## config.mk

```make
export PLATFORM = sky130hd
export DESIGN_NAME = gb_cpu_alu16_seq
export DESIGN_NICKNAME = d
export VERILOG_FILES = /design/src/rtl/gb_cpu_alu16_seq.sv
export SDC_FILE = /design/constraint.sdc
export NUM_CORES = 1
export LEC_CHECK = 0
export CORE_ASPECT_RATIO = 1.1
export CORE_MARGIN = 4
export CORE_UTILIZATION = 45
export DETAILED_ROUTE_END_ITERATION = 8
export GPL_ROUTABILITY_DRIVEN = 0
export PLACE_DENSITY = 0.7
export REMOVE_ABC_BUFFERS = 1
export SLEW_MARGIN = 15
export SYNTH_ARGS = -nofsm -noshare
export SYNTH_HDL_FRONTEND = slang
export SYNTH_SLANG_ARGS = --single-unit
export TNS_END_PERCENT = 10
```

## constraint.sdc

```tcl
create_clock -name clk -period 3 [get_ports clk]
set_input_delay 0.45 -clock clk [delete_from_list [all_inputs] [get_ports clk]]
set_output_delay 0.45 -clock clk [all_outputs]
set_load 0.02 [all_outputs]
```

## src/rtl/gb_cpu_alu16_seq.sv

```systemverilog
// gb_cpu_alu16_seq: 16-bit ALU group (ADD HL,rr / ADD SP,e8 / INC rr / DEC rr)
// executed as two chained 8-bit passes, low byte then high byte.
module gb_cpu_alu16_seq (
  input  logic        clk,
  input  logic        rst,
  input  logic        start_i,
  input  logic [1:0]  op_i,
  input  logic [15:0] operand_a_i,
  input  logic [15:0] operand_b_i,
  input  logic [3:0]  flags_i,
  output logic        busy_o,
  output logic        done_o,
  output logic [15:0] result_o,
  output logic [3:0]  flags_o
);

  typedef enum logic [1:0] {
    S_IDLE = 2'b00,
    S_LOW  = 2'b01,
    S_HIGH = 2'b10,
    S_DONE = 2'b11
  } state_t;

  typedef enum logic [1:0] {
    OP_ADD16 = 2'b00,
    OP_ADDSP = 2'b01,
    OP_INC16 = 2'b10,
    OP_DEC16 = 2'b11
  } op_t;

  state_t      state_q;
  op_t         op_q;
  logic [15:0] a_q;
  logic [15:0] b_q;
  logic [3:0]  flags_in_q;
  logic [7:0]  res_lo_q;
  logic        c8_q;
  logic        h4_q;
  logic        busy_q;
  logic        done_q;
  logic [15:0] result_q;
  logic [3:0]  flags_q;

  logic [7:0]  b_lo;
  logic [7:0]  b_hi;
  logic [8:0]  sum_lo_d;
  logic [4:0]  nib_lo_d;
  logic [8:0]  sum_hi_d;
  logic [4:0]  nib_hi_d;
  logic [3:0]  flags_d;
  logic        accept;

  // Per-op operand bytes, the two 8-bit adds and the resulting flags
  always_comb begin
    b_lo = b_q[7:0];
    b_hi = b_q[15:8];
    unique case (op_q)
      OP_ADD16: begin b_lo = b_q[7:0]; b_hi = b_q[15:8];   end
      OP_ADDSP: begin b_lo = b_q[7:0]; b_hi = {8{b_q[7]}}; end
      OP_INC16: begin b_lo = 8'h01;    b_hi = 8'h00;       end
      OP_DEC16: begin b_lo = 8'hFF;    b_hi = 8'hFF;       end
    endcase
    sum_lo_d = {1'b0, a_q[7:0]} + {1'b0, b_lo};
    nib_lo_d = {1'b0, a_q[3:0]} + {1'b0, b_lo[3:0]};
    sum_hi_d = {1'b0, a_q[15:8]} + {1'b0, b_hi} + {8'h00, c8_q};
    nib_hi_d = {1'b0, a_q[11:8]} + {1'b0, b_hi[3:0]} + {4'h0, c8_q};
    unique case (op_q)
      OP_ADD16: flags_d = {flags_in_q[3], 1'b0, nib_hi_d[4], sum_hi_d[8]};
      OP_ADDSP: flags_d = {2'b00, h4_q, c8_q};
      default:  flags_d = flags_in_q;
    endcase
  end

  assign accept = start_i && ((state_q == S_IDLE) || (state_q == S_DONE));

  // Sequencer: accept request, low pass, high pass, publish result
  always_ff @(posedge clk) begin
    if (rst) begin
      state_q    <= S_IDLE;
      op_q       <= OP_ADD16;
      a_q        <= '0;
      b_q        <= '0;
      flags_in_q <= '0;
      res_lo_q   <= '0;
      c8_q       <= 1'b0;
      h4_q       <= 1'b0;
      busy_q     <= 1'b0;
      done_q     <= 1'b0;
      result_q   <= '0;
      flags_q    <= '0;
    end else begin
      done_q <= 1'b0;
      unique case (state_q)
        S_IDLE, S_DONE: begin
          if (accept) begin
            op_q       <= op_t'(op_i);
            a_q        <= operand_a_i;
            b_q        <= operand_b_i;
            flags_in_q <= flags_i;
            busy_q     <= 1'b1;
            state_q    <= S_LOW;
          end else begin
            busy_q     <= 1'b0;
            state_q    <= S_IDLE;
          end
        end
        S_LOW: begin
          res_lo_q <= sum_lo_d[7:0];
          c8_q     <= sum_lo_d[8];
          h4_q     <= nib_lo_d[4];
          state_q  <= S_HIGH;
        end
        S_HIGH: begin
          result_q <= {sum_hi_d[7:0], res_lo_q};
          flags_q  <= flags_d;
          done_q   <= 1'b1;
          busy_q   <= 1'b0;
          state_q  <= S_DONE;
        end
      endcase
    end
  end

  assign busy_o   = busy_q;
  assign done_o   = done_q;
  assign result_o = result_q;
  assign flags_o  = flags_q;

endmodule
```

# Word level (Yosys, flattened, before mapping)

Cells that the tools add are included.
Widths: inputs -> output; s select.

Register bits: 72
Bits of input ports: 41
Output and inout bits: 22
Logic and storage cells: 40

Add/sub/neg operators: 6
Equality and inequality tests: 6
Muxes and demuxes: 8
Reductions and logical operators: 8

Operator list:

| cell               | number |
|---|---|
| $pmux 8 s4         | 1 |
| $pmux 8 s3         | 1 |
| $add 8x8->9        | 2 |
| $add 4x4->5        | 2 |
| $add 9x1->9        | 1 |
| $eq 2x2->1 const B | 4 |
| $pmux 4 s2         | 1 |
| $pmux 2 s3         | 1 |
| $add 5x1->5        | 1 |
| $eq 2x1->1 const B | 2 |
| $logic_not 2->1    | 2 |
| $reduce_or 2->1    | 2 |
| $mux 1             | 3 |
| $pmux 1 s2         | 1 |
| $reduce_and 2->1   | 1 |
| $reduce_bool 2->1  | 1 |
| $logic_and 1x1->1  | 1 |
| $logic_or 1x1->1   | 1 |

# Logic depth before layout (Yosys ltp)

Depth after elaboration: 5
Gate-level depth with buffers: 11
Gate-level depth less buffers: 9

# Least setup slack after synthesis

Ideal clock, no wire load.

Path type: register to register
Start point: reg op_q[0]
End point: reg result_q[12], in the netlist result_o[12]
Setup time: 128 ps
Data arrival time: 2360 ps
Data required time: 2872 ps
Path slack: 513 ps
Cell stages (with the launch flop): 11
Buffers on the path: 1
Clock period less this slack: 2487 ps
Cell sequence: dfxtp_1 > buf_4 > nor2_1 > a21oi_1 > fa_1 > fa_1 > nor2b_4 > o31a_1 > and2b_2 > a21oi_1 > nor2_1

Word-level cells in the longest chain between the ends: 4
Elaborated cells between the ends (all ways): 7
Classes of those cells: add/sub (2); eq/ne (3); mux (1); reduce/logical (1)

RTL lines:

| what                                     | line | RTL |
|---|---|---|
| start: declaration                       | 32   | `op_t op_q;` |
| start signal: assignment                 | 96   | `op_q <= op_t'(op_i);` |
| $eq 2x2->1, or another cell as far along | 57   | `unique case (op_q)` |
| $pmux 8 s4 (*)                           | 57   |  |
| $add 8x8->9 (*)                          | 65   | `sum_hi_d = {1'b0, a_q[15:8]} + {1'b0, b_hi} + {8'h00, c8_q};` |
| $add 9x1->9 (*)                          | 65   |  |
| end signal: assignment                   | 114  | `result_q <= {sum_hi_d[7:0], res_lo_q};` |
| end: declaration                         | 41   | `logic [15:0] result_q;` |

Mark *: on every way between the ends. The rest lies on a longest branch, timed or not.
A chain may end at the register's enable or synchronous reset.

# Final worst setup path

Same ends and word-level chain as after synthesis.

==> out/qor.yml <==
grt:
  met3_usage_pct: 3.30
  grt_pass1_vias: 2899
  grt_use_met1_pct: 24.2
  grt_overflow: 0
  grt_use_met2_pct: 28.8
  grt_pass1_wl_mm: 13.4
  grt_use_total_pct: 18.0
  grt.busiest_layer: "met2"
  antenna_found_initial: 0
  grt_start_max_net_pins: 42
critical_path:
  cp_slowest_cell: "dfxtp_1"
  path_cells: "o21a_1 -> a21oi_1 -> fa_1 -> fa_1 -> nor2b_4 -> o31a_1 -> and2b_2 -> a21oi_1 -> nor2_1"
  worst_setup_path_start_kind: "flip-flop"
  end_kind: "flip-flop"
  path_buf_inv: 0
  cp.arrival_ns: 2.87
  max_stage_delay_ns: 0.46
  worst_ep_required_time_ns: 3.22
  critPathKind: "reg -> reg"
  crit_family: "adder cells"
  critPathMaxFanout: 8
timing:
  fin_crit_ns: 2.65
  setup_viol: 0
  skew_ns: 0.00575
  fin_setup_tns_ns: 0
  slew_headroom_pct: 26.8
  rsz0062_at_grt: "false"
  maxSlewViolCount: 0
  post-route-period-util_pct: 88.3
  finalHoldViolCount: 0
  worst_slack_ns: 0.350
  worst_slew_pin_slew_ns: 1.10
  clock.fmax_ghz: 0.377
clocking:
  clock_path_buffers: 2
  insertion_delay_ns: 0.34
  cts_hold_buf: 0
  cts_root_buf: "clkbuf_8"
  clkTransAtPathRegs_ns: 0.07
  numCtsBuffers: 9
  cts_tree: "yes"
  htree_levels: 3
  cts_sinks: 72
  cts_resized: 0
  cts_setup_buffers: 0
drt:
  vias: 2976
  postRouteWirelength_mm: 7.67
  viasPerCell: 5.10
  routedWlPerCell_um: 13.1
  drc: 0
  drt_iter0_drc: 207
  dr.pass1.iters: 4
  drt.antenna.violating_nets: 0
min_path:
  worstHoldPathType: "reg -> reg"
floorplan:
  dieArea_um2: 9170
  coreArea_um2: 7470
  die_y_um: 100
  start_util_pct: 46.4
  fp-row-count: 33
  die_w_um: 91.7
  num_io_pins: 63
power:
  irDropWorstVdd_v: 0.000317
  p_leak_nw: 1.71
  powerDensity_nw_per_um2: 551
  total_power_mw: 2.38
synthesis:
  syn_area_um2: 3470
  synth.ff_latch_count: 72
  synth_cell_types: 47
  async_flop_share_pct: 0
  syn_area_per_cell_um2: 8.25
  synth_ff_type: "dfxtp_1"
  netlist_instances: 420
  synth_seq_area_share_pct: 41.6
  yosysWarningCount: 0
  synth_edf_count: 0
finish:
  final_cells: 584
  fin_nets: 536
  layout_commonest_cell: "nand2_1"
  final_cell_mix: "nand2_1 (85), dfxtp_1 (72), clkdlybuf4s50_1 (61)"
  fill_cells: 690
  syn_to_final_growth_pct: 24.6
  drive_above_1_share_pct: 6.26
  antennaDiodeCount: 0
  finalInstanceArea_um2: 4320
placement:
  place_hpwl_mm: 5.66
  place_inst: 569
  pre_cts_slack_ns: 0.366
  dpl_cell_area_um2: 4130
  port_buffers: 62
run_status:
  status: "complete, no violations"
run:
  maxCapViolations: 0
==> metal layers <==
| layer | up-vias | routed length [um] |
|---|---|---|
| met5 | - | 0 |
| li1 | 1539 | - |
| met2 | 58 | 3560 |
| met3 | 9 | 336 |
| met4 | 0 | 111 |
| met1 | 1370 | 3660 |
==> cell usage after synthesis (5+ instances only) <==
master | count | share of area (%)
a21o_1 | 9 | 1.9
clkbuf_1 | 8 | 0.87
dfxtp_1 | 72 | 42
nand2_1 | 85 | 9.2
o21a_1 | 7 | 1.5
inv_1 | 23 | 2.5
ha_1 | 17 | 6.1
a21oi_1 | 50 | 7.2
o21ai_0 | 14 | 2.0
nand2b_1 | 10 | 1.8
nor2_1 | 34 | 3.7
o21ai_1 | 5 | 0.72
buf_4 | 5 | 1.1
buf_2 | 7 | 1.0
a211oi_1 | 5 | 1.1
mux2i_1 | 12 | 3.5
==> state kept, by name, indices dropped and copies added, names as in the netlist <==
name and cells:
b_q 16, c8_q 1, flags_o 4, state_q 2, op_q 2, flags_in_q 4, busy_o 1, h4_q 1
a_q 16, res_lo_q 8, result_o 16, done_o 1
==> power by group <==
group	internal [mW]	leakage, nW	switching (mW)
clock network	0.398	0.0989	0.335
registers	1.04	0.588	0.0502
logic	0.249	1.03	0.308
==> final cells by class <==
class	count	area, um2	share of cell area, %
multi-input cells	299	1800	41.6
clock buffers	11	141	3.27
clock inverters	4	45.0	1.04
flip-flops and latches	72	1440	33.4
well taps	105	131	3.04
inverters	23	86.3	2.00
repair buffers	70	676	15.6
==> through the flow <==
step	util (%)	hold WS [ns]
final	57.8	0.452
after global routing	57.8	0.474
after CTS	57.8	0.453
after detailed placement	55.3	0.443
after global placement	55.3	0.442
after floorplan	-	0.425
==> path summary, 6_finish.rpt <==
path | endpoint | from | slack [ns] | depth (start not counted)
worst max-delay path | result_o[12] | op_q[0] | 0.35 | 9
worst min-delay path | b_q[0] | b_q[0] | 0.45 | 2
worst min register to register | b_q[0] | b_q[0] | 0.45 | 2
worst max register to register | result_o[12] | op_q[0] | 0.35 | 9
==> tightest hold or removal path, delay by kind of cell (launching register included) <==
family	cells	cell delay (ns)
flops	1	0.31
simple gates	1	0.05
compound gates	1	0.05
==> logic make-up (layout without fill, tap and decap cells) <==
kind of cell / after synthesis / count (layout) / share of synthesized area (%)
compound gates: 110 / 110 / 19.9
xor+xnor: 2 / 2 / 0.506
fa+ha+maj: 20 / 20 / 7.87
buf+inv: 49 / 108 / 6.53
flops: 72 / 72 / 41.6
mux: 12 / 12 / 3.47
simple gates: 155 / 155 / 20.1
Note: power is estimated with default switching activity, not from simulation.
